`src/rtl/rx_req_arbiter.sv`:
```
// rx_req_arbiter: round-robin arbitration of per-channel read requests onto one engine
// request port, with a global tag pool that routes completions back to their requester.
module rx_req_arbiter #(
    parameter int unsigned C_NUM_CHNL  = 4,
    parameter int unsigned C_TAG_WIDTH = 5
) (
    input  logic                      CLK,
    input  logic                      RST,
    input  logic [C_NUM_CHNL-1:0]     CHNL_REQ,
    input  logic [64*C_NUM_CHNL-1:0]  CHNL_REQ_ADDR,
    input  logic [10*C_NUM_CHNL-1:0]  CHNL_REQ_LEN,
    input  logic [2*C_NUM_CHNL-1:0]   CHNL_REQ_TAG,
    output logic [C_NUM_CHNL-1:0]     CHNL_REQ_ACK,
    output logic                      ENG_REQ,
    output logic [63:0]               ENG_REQ_ADDR,
    output logic [9:0]                ENG_REQ_LEN,
    output logic [C_TAG_WIDTH-1:0]    ENG_REQ_TAG,
    input  logic                      ENG_REQ_ACK,
    input  logic                      CPL_VALID,
    input  logic [C_TAG_WIDTH-1:0]    CPL_TAG,
    input  logic                      CPL_LAST,
    output logic [C_NUM_CHNL-1:0]     CPL_CHNL,
    output logic [1:0]                CPL_LOCAL_TAG,
    output logic [C_TAG_WIDTH:0]      OUTSTANDING,
    output logic                      TAG_ERR
);

    localparam int unsigned NUM_TAGS = 2 ** C_TAG_WIDTH;
    localparam int unsigned CHNL_W   = (C_NUM_CHNL > 1) ? $clog2(C_NUM_CHNL) : 1;
    localparam logic [CHNL_W-1:0] LAST_CHNL = CHNL_W'(C_NUM_CHNL - 1);

    typedef enum logic [1:0] {IDLE, ISSUE, HOLD} stateT;

    stateT                  state, stateNext;
    logic [CHNL_W-1:0]      rrPtr, grantChnl, arbChnl;
    logic [1:0]             grantLocalTag;
    logic                   arbValid, freeValid, doGrant, doAlloc, cplHit, doFree;
    logic [C_TAG_WIDTH-1:0] freeTag;
    logic [NUM_TAGS-1:0]    tagAlloc;
    logic [CHNL_W-1:0]      tagChnl  [NUM_TAGS];
    logic [1:0]             tagLocal [NUM_TAGS];
    int                     arbIdx;

    // First requesting channel at or after the round-robin pointer; smallest offset wins.
    always_comb begin
        arbValid = 1'b0;
        arbChnl  = '0;
        arbIdx   = 0;
        for (int i = int'(C_NUM_CHNL) - 1; i >= 0; i--) begin
            arbIdx = int'(rrPtr) + i;
            if (arbIdx >= int'(C_NUM_CHNL)) begin
                arbIdx = arbIdx - int'(C_NUM_CHNL);
            end
            if (CHNL_REQ[CHNL_W'(arbIdx)]) begin
                arbValid = 1'b1;
                arbChnl  = CHNL_W'(arbIdx);
            end
        end
    end

    // Lowest-index free tag, from the registered allocation vector only.
    always_comb begin
        freeValid = 1'b0;
        freeTag   = '0;
        for (int t = int'(NUM_TAGS) - 1; t >= 0; t--) begin
            if (!tagAlloc[C_TAG_WIDTH'(t)]) begin
                freeValid = 1'b1;
                freeTag   = C_TAG_WIDTH'(t);
            end
        end
    end

    always_comb begin
        cplHit = CPL_VALID & tagAlloc[CPL_TAG];
        doFree = cplHit & CPL_LAST;
    end

    always_ff @(posedge CLK) begin
        if (RST) begin
            state <= IDLE;
        end else begin
            state <= stateNext;
        end
    end

    always_comb begin
        stateNext    = state;
        doGrant      = 1'b0;
        doAlloc      = 1'b0;
        CHNL_REQ_ACK = '0;
        case (state)
            IDLE: begin
                if (arbValid && freeValid) begin
                    doGrant   = 1'b1;
                    stateNext = ISSUE;
                end
            end
            ISSUE: begin
                if (ENG_REQ_ACK && !RST) begin
                    doAlloc      = 1'b1;
                    CHNL_REQ_ACK = C_NUM_CHNL'(1) << grantChnl;
                    stateNext    = HOLD;
                end
            end
            HOLD:    stateNext = IDLE;
            default: stateNext = IDLE;
        endcase
    end

    always_ff @(posedge CLK) begin
        if (RST) begin
            ENG_REQ       <= 1'b0;
            ENG_REQ_ADDR  <= '0;
            ENG_REQ_LEN   <= '0;
            ENG_REQ_TAG   <= '0;
            grantChnl     <= '0;
            grantLocalTag <= '0;
            rrPtr         <= '0;
            tagAlloc      <= '0;
            OUTSTANDING   <= '0;
            CPL_CHNL      <= '0;
            CPL_LOCAL_TAG <= '0;
            TAG_ERR       <= 1'b0;
        end else begin
            if (doGrant) begin
                ENG_REQ       <= 1'b1;
                ENG_REQ_ADDR  <= 64'(CHNL_REQ_ADDR >> (64 * int'(arbChnl)));
                ENG_REQ_LEN   <= 10'(CHNL_REQ_LEN >> (10 * int'(arbChnl)));
                ENG_REQ_TAG   <= freeTag;
                grantChnl     <= arbChnl;
                grantLocalTag <= 2'(CHNL_REQ_TAG >> (2 * int'(arbChnl)));
            end
            if (doAlloc) begin
                ENG_REQ <= 1'b0;
                rrPtr   <= (grantChnl == LAST_CHNL) ? '0 : grantChnl + 1'b1;
            end
            // The tag being allocated is free, the one being freed is allocated: never the same.
            tagAlloc <= (tagAlloc | (doAlloc ? (NUM_TAGS'(1) << ENG_REQ_TAG) : '0))
                      & ~(doFree ? (NUM_TAGS'(1) << CPL_TAG) : '0);
            if (doAlloc && !doFree) begin
                OUTSTANDING <= OUTSTANDING + 1'b1;
            end else if (!doAlloc && doFree) begin
                OUTSTANDING <= OUTSTANDING - 1'b1;
            end
            CPL_CHNL <= cplHit ? (C_NUM_CHNL'(1) << tagChnl[CPL_TAG]) : '0;
            if (cplHit) begin
                CPL_LOCAL_TAG <= tagLocal[CPL_TAG];
            end
            TAG_ERR <= CPL_VALID & ~tagAlloc[CPL_TAG];
        end
    end

    // Owner table; entries are only read while their allocation bit is set.
    always_ff @(posedge CLK) begin
        if (doAlloc) begin
            tagChnl[ENG_REQ_TAG]  <= grantChnl;
            tagLocal[ENG_REQ_TAG] <= grantLocalTag;
        end
    end

endmodule

```
`config.mk`:
```
export PLATFORM = sky130hd
export DESIGN_NAME = rx_req_arbiter
export DESIGN_NICKNAME = d
export VERILOG_FILES = /design/src/rtl/rx_req_arbiter.sv
export SDC_FILE = /design/constraint.sdc
export NUM_CORES = 1
export LEC_CHECK = 0
export BUFFER_PORTS_ARGS = -buffer_cell sky130_fd_sc_hd__buf_2
export CAP_MARGIN = 20
export CORE_AREA = 2 2 160 162
export CTS_CLUSTER_DIAMETER = 30
export DETAILED_ROUTE_END_ITERATION = 6
export DIE_AREA = 0 0 162 164
export PLACE_DENSITY = 0.67
export SLEW_MARGIN = 0
export SYNTH_ARGS = -nofsm -noshare
export SYNTH_HDL_FRONTEND = slang
export SYNTH_SLANG_ARGS = --single-unit
```
`constraint.sdc`:
```
create_clock -name CLK -period 7.2 [get_ports CLK]
set_input_delay 0.36 -clock CLK [delete_from_list [all_inputs] [get_ports CLK]]
set_output_delay 0.36 -clock CLK [all_outputs]
set_load 0.01 [all_outputs]
```
After elaboration in Yosys (flattened, before gate mapping)
Memories as Yosys holds them, arrays and structs flattened. A register that Yosys moved wholly into a read port is not among the register bits.
Index checks and enable logic that the tools add are counted.

storage, ports and cells
  register bits after elaboration = 131
  memory bits (writable) = 128
  input bits = 318
  output and inout bits = 97
  memories = 2

memories
  memory    depth  bits a word  read ports  clocked after Yosys merged registers in  wr ports  line  text
  tagChnl   32     2            1           0                                        1         40    logic [CHNL_W-1:0] tagChnl [NUM_TAGS];
  tagLocal  32     2            1           1                                        1         41    logic [1:0] tagLocal [NUM_TAGS];

cells by class
  $add $sub $neg = 10
  multiply operators = 1
  magnitude comparators = 9
  eq/ne operators = 4
  shifts and indexed selects = 7
  mux-type cells = 74
  bitwise logic cells = 8
  reductions and logical operators = 12

operators with widths
  cell                  count
  $shr 256x8->64        1
  $mux 5                16
  $mux 32               2
  $shl 1x5->32 const A  2
  $shr 40x6->10         1
  $mux 1                35
  $and 32x32->32        1
  $not 32->32           1
  $or 32x32->32         1
  $mux 2                11
  $lt 2x4->1 const B    4
  $mux 6                2
  $ge 3x3->1 const B    3
  $bmux 1 s2            4
  $mux 4                2
  $shl 1x2->4 const A   2
  $shr 8x3->2           1
  $sub 2x1->2 const B   4
  $add 2x2->3 const B   2
  $add 6x1->6 const B   1
  $lt 5x6->1 const B    1
  $sub 6x1->6 const B   1
  $bmux 1 s5            1
  $mul 3x2->5 const A   1
  15 further kinds      25

Depth between registers and ports, before layout
Gate-level depths: netlist (run 1).

  depth in word-level cells = 19
  depth in mapped cells = 16
  depth with buffers taken out = 14

Worst setup path after synthesis (run 1)
Ideal clock, no wire load.

  path type = input-to-reg
  from = input CPL_TAG[0]
  to = register OUTSTANDING[5]
  library setup time = 0.128 ns
  arrival time = 3.510 ns
  required time = 7.072 ns
  path slack = 3.562 ns
  stages = 16
  path buffers = 3
  cell sequence = buf_2 -> buf_2 -> mux4_2 -> a22oi_1 -> o211a_1 -> buf_2 -> nand3_1 -> ha_1 -> inv_1 -> ha_1 -> a21o_1 -> a21o_1 -> a211o_1 -> o211ai_1 -> xnor2_1 -> nor2_1

on the way
  word-level cells in the longest chain between the ends = 7
  elaborated cells on any way between the ends = 9

RTL lines
  item                                         line  text
  from (decl)                                  20    input logic [C_TAG_WIDTH-1:0] CPL_TAG,
  $bmux 1 s5 *                                 74    cplHit = CPL_VALID & tagAlloc[CPL_TAG];
  $mux 1 (implied by the code) *               74
  $and 1x1->1 *                                74
  $and 1x1->1 *                                75    doFree = cplHit & CPL_LAST;
  $logic_not 1->1                              140   if (doAlloc && !doFree) begin
  $logic_and 1x1->1                            140
  $mux 6 or $reduce_bool 2->1 (tied branches)  -
  to (signal assigned)                         141   OUTSTANDING <= OUTSTANDING + 1'b1;
  to (signal assigned)                         143   OUTSTANDING <= OUTSTANDING - 1'b1;
  to (decl)                                    24    output logic [C_TAG_WIDTH:0] OUTSTANDING,

Every way passes the cells marked *; elsewhere a longest branch is shown, timed or not. The select of a mux whose other input is x is not followed.
A chain may end at the register's enable or synchronous reset.

Final worst setup path (run 1)
Ends and elaborated chain as after synthesis.

==> results.json, run 1 <==
{
  "result_of_the_run": "complete, no violations",
  "clock-skew-final_ns": 0.0157,
  "synth.distinct_cells": 52,
  "worst_rel_slew_slack_pct": 29.2,
  "die-area_mm2": 0.0266,
  "hold_viol": 0,
  "antenna_violations_before_repair": 10,
  "slew_viol_final": 0,
  "yosys_top_cell_by_area": "sky130_fd_sc_hd__dfxtp_1",
  "synthesis.nets": 1165,
  "timing.setup.critical_path_class": "input pin to flip-flop",
  "die-width_um": 162,
  "post_cts.repair.setup_buffers": 0,
  "p_leak_uw": 0.00590,
  "drt_first_iter_violations": 550,
  "timing.final.setup_violations": 0,
  "first_global_vias": 7784,
  "timing.reg2reg.worst_path_depth": 13,
  "postSynthAreaPerCell_um2": 11.3,
  "critPathLaunch": "CPL_TAG[0]",
  "number_of_buffer_and_inverter_instances_along_the_worst_setup_path": 2,
  "postLayoutSetupSlackWorst_ns": 3.40,
  "grt_remaining_overflow": 0,
  "pre_cts_ws_ns": 2.94,
  "final_nets": 1539,
  "drcViolationCount": 0,
  "final.min_clock_period_ns": 3.80,
  "first_pass_grt_wire_length_um": 49000,
  "critical_path.cell_chain": "buf_2 -> mux4_2 -> mux4_2 -> o211a_1 -> nand3_1 -> ha_1 -> inv_1 -> ha_1 -> a21o_1 -> a21o_1 -> a211o_1 -> o211ai_1 -> xnor2_1 -> nor2_1",
  "seqCellArea_mm2": 0.00456,
  "ys_warn_count": 0,
  "drt.antenna.violating_nets": 0,
  "io_buffers": 413,
  "endpoint_of_the_most_critical_setup_path": "OUTSTANDING[5]",
  "tritoncts": "built",
  "cp_data_required_time_ns": 7.51,
  "worstSkewPairLatency_ns": 0.43,
  "synthCells": 837,
  "crit-reg2reg-capture": "OUTSTANDING[5]",
  "vdd.ir_drop.worst_v": 0.000133,
  "cell_row_count": 58,
  "maxCapViolCount": 0,
  "cell_area_after_synthesis_mm2": 0.00943,
  "cts_buffers": 17,
  "timing.reg2reg.setup_slack_ns": 3.71,
  "post-dp-hpwl_um": 26400,
  "cts.sink_count": 196,
  "drt-total-wl_um": 34200,
  "count_of_filler_cells_inserted_in_the_layout": 2314,
  "globalRouteTotalUtil_pct": 24.8,
  "cts_repair_resized_insts": 0,
  "post-route-period-util_pct": 52.8,
  "cp_data_arrival_time_ns": 4.11,
  "multi_input_comb_area_mm2": 0.00455,
  "postSynthRegisterBits": 196,
  "critPathSlowestCell": "sky130_fd_sc_hd__buf_2",
  "core_area_mm2": 0.0248,
  "vias": 8395,
  "critical_path.max_stage_delay_ns": 0.64,
  "ioPinCount": 415,
  "first_pass_iters": 4,
  "cts_root_buf": "sky130_fd_sc_hd__clkbuf_16",
  "timing.hold.worst.class": "input pin to flip-flop",
  "ctsLongestPathBuffers": 2,
  "synth_top_area_share_pct": 28.0,
  "synth-edff-count": 64,
  "synth.area.top_cells": "sky130_fd_sc_hd__dfxtp_1 (28%), sky130_fd_sc_hd__edfxtp_1 (20%), sky130_fd_sc_hd__mux2i_1 (16%)",
  "h_tree_levels": 4,
  "worst-path-max-fanout": 26,
  "die_y_um": 164,
  "flow.area_growth_from_synthesis_pct": 30.9,
  "worst_slew_pin_slew_ns": 1.06,
  "final_layout_size_suffix_gt1_share_pct": 39.6,
  "worst_path_dominant_cell_family": "multiplexers",
  "pwr_density_cell_mw_per_mm2": 220,
  "fin_setup_tns_ns": 0,
  "initial_utilization_pct": 38.0,
  "worstSetupStartpointType": "input pin",
  "timing.critical_path.depth": 14,
  "place_inst": 1522,
  "cts.hold.buffers_added": 0,
  "grt_max_degree": 128,
  "critical_path.endpoint_type": "flip-flop",
  "gp_congestion": 0.903,
  "postSynth.topFlopCell": "sky130_fd_sc_hd__dfxtp_1",
  "clkTransAtPathRegs_ns": 0.08,
  "postSynth.asyncResetShare_pct": 0,
  "seq_area_frac_synth_pct": 48.4,
  "fmax_mhz": 263,
  "layout.cells.non_filler": 1562,
  "routed_wire_length_per_instance_um": 21.9,
  "routed_via_density": 5.37,
  "r2r-start": "tagAlloc[0]",
  "rsz0062_at_grt": "false"
}
==> registers in the layout, summed over array words and instances, names as in the netlist <==
register	cells
ENG_REQ_ADDR	64
tagAlloc	32
tagChnl	32
tagLocal	32
ENG_REQ_LEN	10
OUTSTANDING	6
CPL_CHNL	4
ENG_REQ_TAG	4
CPL_LOCAL_TAG	2
grantChnl	2
grantLocalTag	2
rrPtr	2
state	2
ENG_REQ	1
TAG_ERR	1
==> metrics by stage <==
stage | util, % | hold WS, ns | instance area [um2] | total power, uW
2_1_floorplan | - | 0.411 | 9430 | 1540
4_1_cts | 49.7 | 0.125 | 12300 | 2720
6_report | 49.8 | 0.153 | 12300 | 2710
5_1_grt | 49.7 | 0.150 | 12300 | 2810
3_3_place_gp | 47.3 | 0.419 | 11700 | 1780
3_5_place_dp | 47.3 | 0.430 | 11700 | 1790
==> worst register-to-register path: cells and delay by family (launching register included) <==
family	cells	cell delay, ns
AOI/OAI and AO/OA	5	1.03
buffers and inverters	1	0.14
adders and majority gates	2	0.54
and+or+nand+nor	2	0.19
DFF	1	0.37
muxes	2	0.95
xor gates and xnor gates	1	0.14
==> kinds of logic (layout without fill, tap and decap cells) <==
kind of cell	Yosys count	in the layout	share of synthesized area (%)
AOI/OAI and AO/OA	159	159	13.5
adders and majority gates	10	10	1.41
xor gates and xnor gates	5	5	0.464
other	1	9	0.0397
buffers and inverters	89	476	3.74
muxes	184	184	23.4
and+or+nand+nor	193	193	9.06
DFF	196	196	48.4
==> final cells by class <==
| class | count | area share (%) |
|---|---|---|
| antenna | 8 | 0.162 |
| clock buffer | 18 | 3.48 |
| clock inverter | 14 | 1.25 |
| inverter | 26 | 0.790 |
| multi-input combinational | 552 | 36.9 |
| sequential | 196 | 37.0 |
| tap | 330 | 3.34 |
| timing repair buffer | 418 | 17.1 |
==> power by group <==
group          switching, uW  internal [uW]
logic                    277            229
registers               47.7           1210
clock network            480            469
total                    805           1910
==> how the worst min path moves through the flow <==
stage | startpoint | end | cells after the start
global placement | tagAlloc[30] | tagAlloc[30] | 2
CTS | ENG_REQ_ACK | state[0] | 2
detailed placement | tagAlloc[25] | tagAlloc[25] | 2
global route | ENG_REQ_ACK | state[0] | 2
floorplan | tagAlloc[26] | tagAlloc[26] | 2
finish | ENG_REQ_ACK | state[0] | 2
==> layout by cell type (no fill, tap or decap), types with 26 or more instances in the layout <==
master                     synthesis  final
sky130_fd_sc_hd__a311oi_1         26     26
sky130_fd_sc_hd__buf_2             9    413
sky130_fd_sc_hd__dfxtp_1         132    132
sky130_fd_sc_hd__edfxtp_1         64     64
sky130_fd_sc_hd__inv_1            26     26
sky130_fd_sc_hd__mux2i_1         155    155
sky130_fd_sc_hd__mux4_2           29     29
sky130_fd_sc_hd__nand2_1          97     96
sky130_fd_sc_hd__nor2_1           43     43
sky130_fd_sc_hd__o221ai_1         77     77
==> synthesized netlist by cell type, types with 2 or more instances <==
| cell | instances |
|---|---|
| sky130_fd_sc_hd__nand3_1 | 8 |
| sky130_fd_sc_hd__nand2b_1 | 5 |
| sky130_fd_sc_hd__o21ai_0 | 7 |
| sky130_fd_sc_hd__a21bo_1 | 2 |
| sky130_fd_sc_hd__xnor2_1 | 2 |
| sky130_fd_sc_hd__o21bai_1 | 6 |
| sky130_fd_sc_hd__a21boi_0 | 2 |
| sky130_fd_sc_hd__dfxtp_1 | 132 |
| sky130_fd_sc_hd__nor3b_1 | 4 |
| sky130_fd_sc_hd__o211ai_1 | 2 |
| sky130_fd_sc_hd__a21oi_1 | 14 |
| sky130_fd_sc_hd__nor2_1 | 43 |
| sky130_fd_sc_hd__nand4_1 | 3 |
| sky130_fd_sc_hd__ha_1 | 9 |
| sky130_fd_sc_hd__and2_1 | 4 |
| sky130_fd_sc_hd__a21o_1 | 4 |
| sky130_fd_sc_hd__nand3b_1 | 2 |
| sky130_fd_sc_hd__clkbuf_1 | 37 |
| sky130_fd_sc_hd__buf_1 | 15 |
| sky130_fd_sc_hd__buf_4 | 2 |
| sky130_fd_sc_hd__edfxtp_1 | 64 |
| sky130_fd_sc_hd__o221ai_1 | 77 |
| sky130_fd_sc_hd__nor3_1 | 10 |
| sky130_fd_sc_hd__nand2_1 | 97 |
| sky130_fd_sc_hd__nor4_1 | 2 |
| sky130_fd_sc_hd__a31oi_1 | 7 |
| sky130_fd_sc_hd__buf_2 | 9 |
| sky130_fd_sc_hd__a21oi_2 | 2 |
| sky130_fd_sc_hd__mux4_2 | 29 |
| sky130_fd_sc_hd__a311oi_1 | 26 |
| sky130_fd_sc_hd__nor2b_1 | 7 |
| sky130_fd_sc_hd__or3_1 | 2 |
| sky130_fd_sc_hd__inv_1 | 26 |
| sky130_fd_sc_hd__xor2_1 | 3 |
| sky130_fd_sc_hd__and3b_1 | 2 |
| sky130_fd_sc_hd__mux2i_1 | 155 |
==> layer usage <==
layer | vias up | track usage (%) | share of wire [%]
met2 | 334 | 42.0 | 51
met4 | 4 | 5.71 | 0.85
met3 | 27 | 6.11 | 6.7
met1 | 4051 | 32.1 | 42
li1 | 3979 | - | -
met5 | - | 0 | 0.079
No activity file was read; power rests on OpenSTA's default activity.
==> run 2: changes to the inputs <==
- ABC_AREA: unset -> 1
- CORE_AREA: 2 2 160 162 -> unset
- CORE_UTILIZATION: unset -> 46
- DIE_AREA: 0 0 162 164 -> unset
- PLACE_DENSITY: 0.67 -> 0.77
- clock period: 7.2 -> 3.29 ns (I/O delays scaled with it)
==> results.json, run 2 <==
{
  "h_tree_levels": 4,
  "max_flop_register": "ENG_REQ_ADDR",
  "layout.cells.most_common_list": "sky130_fd_sc_hd__nand2_1 (597), sky130_fd_sc_hd__buf_2 (412), sky130_fd_sc_hd__inv_1 (366)",
  "worst-path-max-fanout": 69,
  "postSynthAreaPerCell_um2": 6.20,
  "power.sequential.fraction_pct": 35.9,
  "cts_root_buf": "sky130_fd_sc_hd__clkbuf_16",
  "maxCapViolCount": 0,
  "post-route-period-util_pct": 86.2,
  "hold_viol": 0,
  "synth.distinct_cells": 33,
  "finalHoldWorstSlack_ns": 0.0741,
  "grt_remaining_overflow": 0,
  "timing.setup.critical_path_class": "flip-flop to flip-flop",
  "globalRouteTotalUtil_pct": 29.7,
  "drt.antenna.violating_nets": 0,
  "timing.hold.worst.class": "input pin to flip-flop",
  "final_common_cell": "sky130_fd_sc_hd__nand2_1",
  "result_of_the_run": "complete, no violations",
  "postSynth.topFlopCell": "sky130_fd_sc_hd__dfxtp_1",
  "gp_congestion": 0.978,
  "tritoncts": "built",
  "synthCells": 1921,
  "postLayoutSetupSlackWorst_ns": 0.454,
  "cell_row_count": 58,
  "final.min_clock_period_ns": 2.84,
  "postSynthRegisterBits": 196,
  "p_int_uw": 5050,
  "final_nets": 2604,
  "seq_area_frac_synth_pct": 38.3,
  "synth.most_common_cell": "sky130_fd_sc_hd__nand2_1",
  "fin_setup_tns_ns": 0,
  "antenna_violations_before_repair": 7,
  "first_pass_iters": 6,
  "worstSetupStartpointType": "flip-flop",
  "pre_cts_ws_ns": 0.369,
  "drt_first_iter_violations": 1219,
  "clkTransAtPathRegs_ns": 0.09,
  "cell_area_after_synthesis_mm2": 0.0119,
  "post-dp-hpwl_um": 29900,
  "grt_max_degree": 89,
  "switching_share_pct": 40.9,
  "cp_data_arrival_time_ns": 3.23,
  "clock-skew-final_ns": 0.0208,
  "ys_warn_count": 0,
  "final_layout_size_suffix_gt1_share_pct": 21.2,
  "overall_power_uw": 8550,
  "top_cells_by_instance_count_after_synthesis": "sky130_fd_sc_hd__nand2_1 (599), sky130_fd_sc_hd__inv_1 (367), sky130_fd_sc_hd__nor2_1 (265), sky130_fd_sc_hd__nand3_1 (177), sky130_fd_sc_hd__dfxtp_1 (132)",
  "initial_utilization_pct": 47.0,
  "yosys_top_cell_by_area": "sky130_fd_sc_hd__dfxtp_1",
  "cts.sink_count": 196,
  "first_pass_grt_wire_length_um": 61500,
  "cts_buffers": 17,
  "first_global_vias": 11700,
  "drt-total-wl_um": 40100,
  "drcViolationCount": 0,
  "p_leak_uw": 0.00845,
  "part_of_the_total_power_dissipated_in_combinational_logic_pct": 37.7,
  "vias": 13200,
  "rsz0062_at_grt": "false",
  "routed_via_density": 5.03,
  "net-switching-power_uw": 3500,
  "worst_rel_slew_slack_pct": 41.7,
  "ctsLongestPathBuffers": 2,
  "die-width_um": 163,
  "die_y_um": 163,
  "vdd.ir_drop.worst_v": 0.000343,
  "synthesis.nets": 2249,
  "hold_path.startpoint": "RST",
  "critPathLaunch": "rrPtr[0]",
  "flow.area_growth_from_synthesis_pct": 24.7,
  "synth-edff-count": 64,
  "critical_path.endpoint_type": "flip-flop",
  "worstSkewPairLatency_ns": 0.45,
  "fmax_mhz": 353,
  "die-area_mm2": 0.0265,
  "io_buffers": 413,
  "design_area_mm2": 0.0149,
  "timing.final.setup_violations": 0,
  "placement.cell_area_mm2": 0.0142,
  "r2r-start": "rrPtr[0]",
  "synth_top_area_share_pct": 22.2,
  "core_area_mm2": 0.0253,
  "pwr_density_cell_mw_per_mm2": 575,
  "routed_wire_length_per_instance_um": 15.3,
  "postSynth.asyncResetShare_pct": 0,
  "clock_power_share_pct": 26.4,
  "worst_slew_pin_slew_ns": 0.872,
  "synth.area.top_cells": "sky130_fd_sc_hd__dfxtp_1 (22%), sky130_fd_sc_hd__nand2_1 (19%), sky130_fd_sc_hd__edfxtp_1 (16%)",
  "ioPinCount": 415,
  "cp_data_required_time_ns": 3.69,
  "largest_register_ffs": 64,
  "slew_viol_final": 0
}
## run 2: path summary, 6_finish.rpt
path,to,slack (ns),depth (start not counted)
max,ENG_REQ_ADDR[55],0.45,16
min,state[1],0.07,4
max reg2reg,ENG_REQ_ADDR[55],0.45,16
min reg2reg,CPL_LOCAL_TAG[1],0.47,2
## run 2: critical path, stage by stage, from the launching register on
cell	delay, ns
sky130_fd_sc_hd__dfxtp_1	0.57
sky130_fd_sc_hd__inv_2	0.13
sky130_fd_sc_hd__nand2_1	0.08
sky130_fd_sc_hd__nand2_1	0.07
sky130_fd_sc_hd__nand2_1	0.10
sky130_fd_sc_hd__nand2_1	0.08
sky130_fd_sc_hd__inv_1	0.11
sky130_fd_sc_hd__nand2_1	0.11
sky130_fd_sc_hd__o21ai_4	0.57
sky130_fd_sc_hd__buf_12	0.33
sky130_fd_sc_hd__buf_4	0.22
sky130_fd_sc_hd__nand2_1	0.07
sky130_fd_sc_hd__o21ai_0	0.08
sky130_fd_sc_hd__nand2_1	0.07
sky130_fd_sc_hd__nand3_1	0.08
sky130_fd_sc_hd__nand2_1	0.05
sky130_fd_sc_hd__inv_1	0.04
## run 2: timing repair
item / in CTS / in global routing
hold buffers: 1 / 0
buffers inserted: 0 / 0
resized for setup: 0 / 0
hold endpoints to repair: 1 / 0
## run 2: logic make-up (layout without fill, tap and decap cells)
kind of cell	after synthesis	in the layout	synth area share (%)
AND/OR/NAND/NOR	1100	1100	37.8
buffers and inverters	482	850	16.2
flip-flops	196	196	38.3
AO/OA/AOI/OAI	124	124	5.98
adder cells (fa/ha/maj)	10	10	1.11
XOR/XNOR	8	8	0.588
other	1	4	0.0315
## run 2: per-layer routing
layer	up-vias	wire [um]	track usage [%]
met5	-	47	0
met3	84	3160	6.09
met2	549	19700	50.2
met4	8	1180	9.86
li1	6544	-	-
met1	5994	16100	37.6
## run 2: power by group through the flow
stage | Sequential, uW | Clock [uW] | Combinational (uW)
after CTS | 3060 | 2270 | 3210
after global placement | 3100 | 0 | 3140
after floorplan | 3170 | 0 | 2040
after global routing | 3100 | 2370 | 3590
final | 3070 | 2250 | 3230
after detailed placement | 3110 | 0 | 3190
## run 2: cell type report
type                            count  area (um2)
Antenna cell                        3        7.51
Fill cell                        2486       10500
Clock inverter                     15         214
Timing Repair Buffer              446        2410
Clock buffer                       17         425
Multi-Input combinational cell   1243        5430
Tap cell                          330         413
Sequential cell                   196        4560
Inverter                          372        1400
## run 2: through the flow
stage	std cells	util [%]
2_1_floorplan	1921	-
3_3_place_gp	2586	56.1
3_5_place_dp	2586	56.1
4_1_cts	2619	58.6
5_1_grt	2621	58.7
6_report	2622	58.7
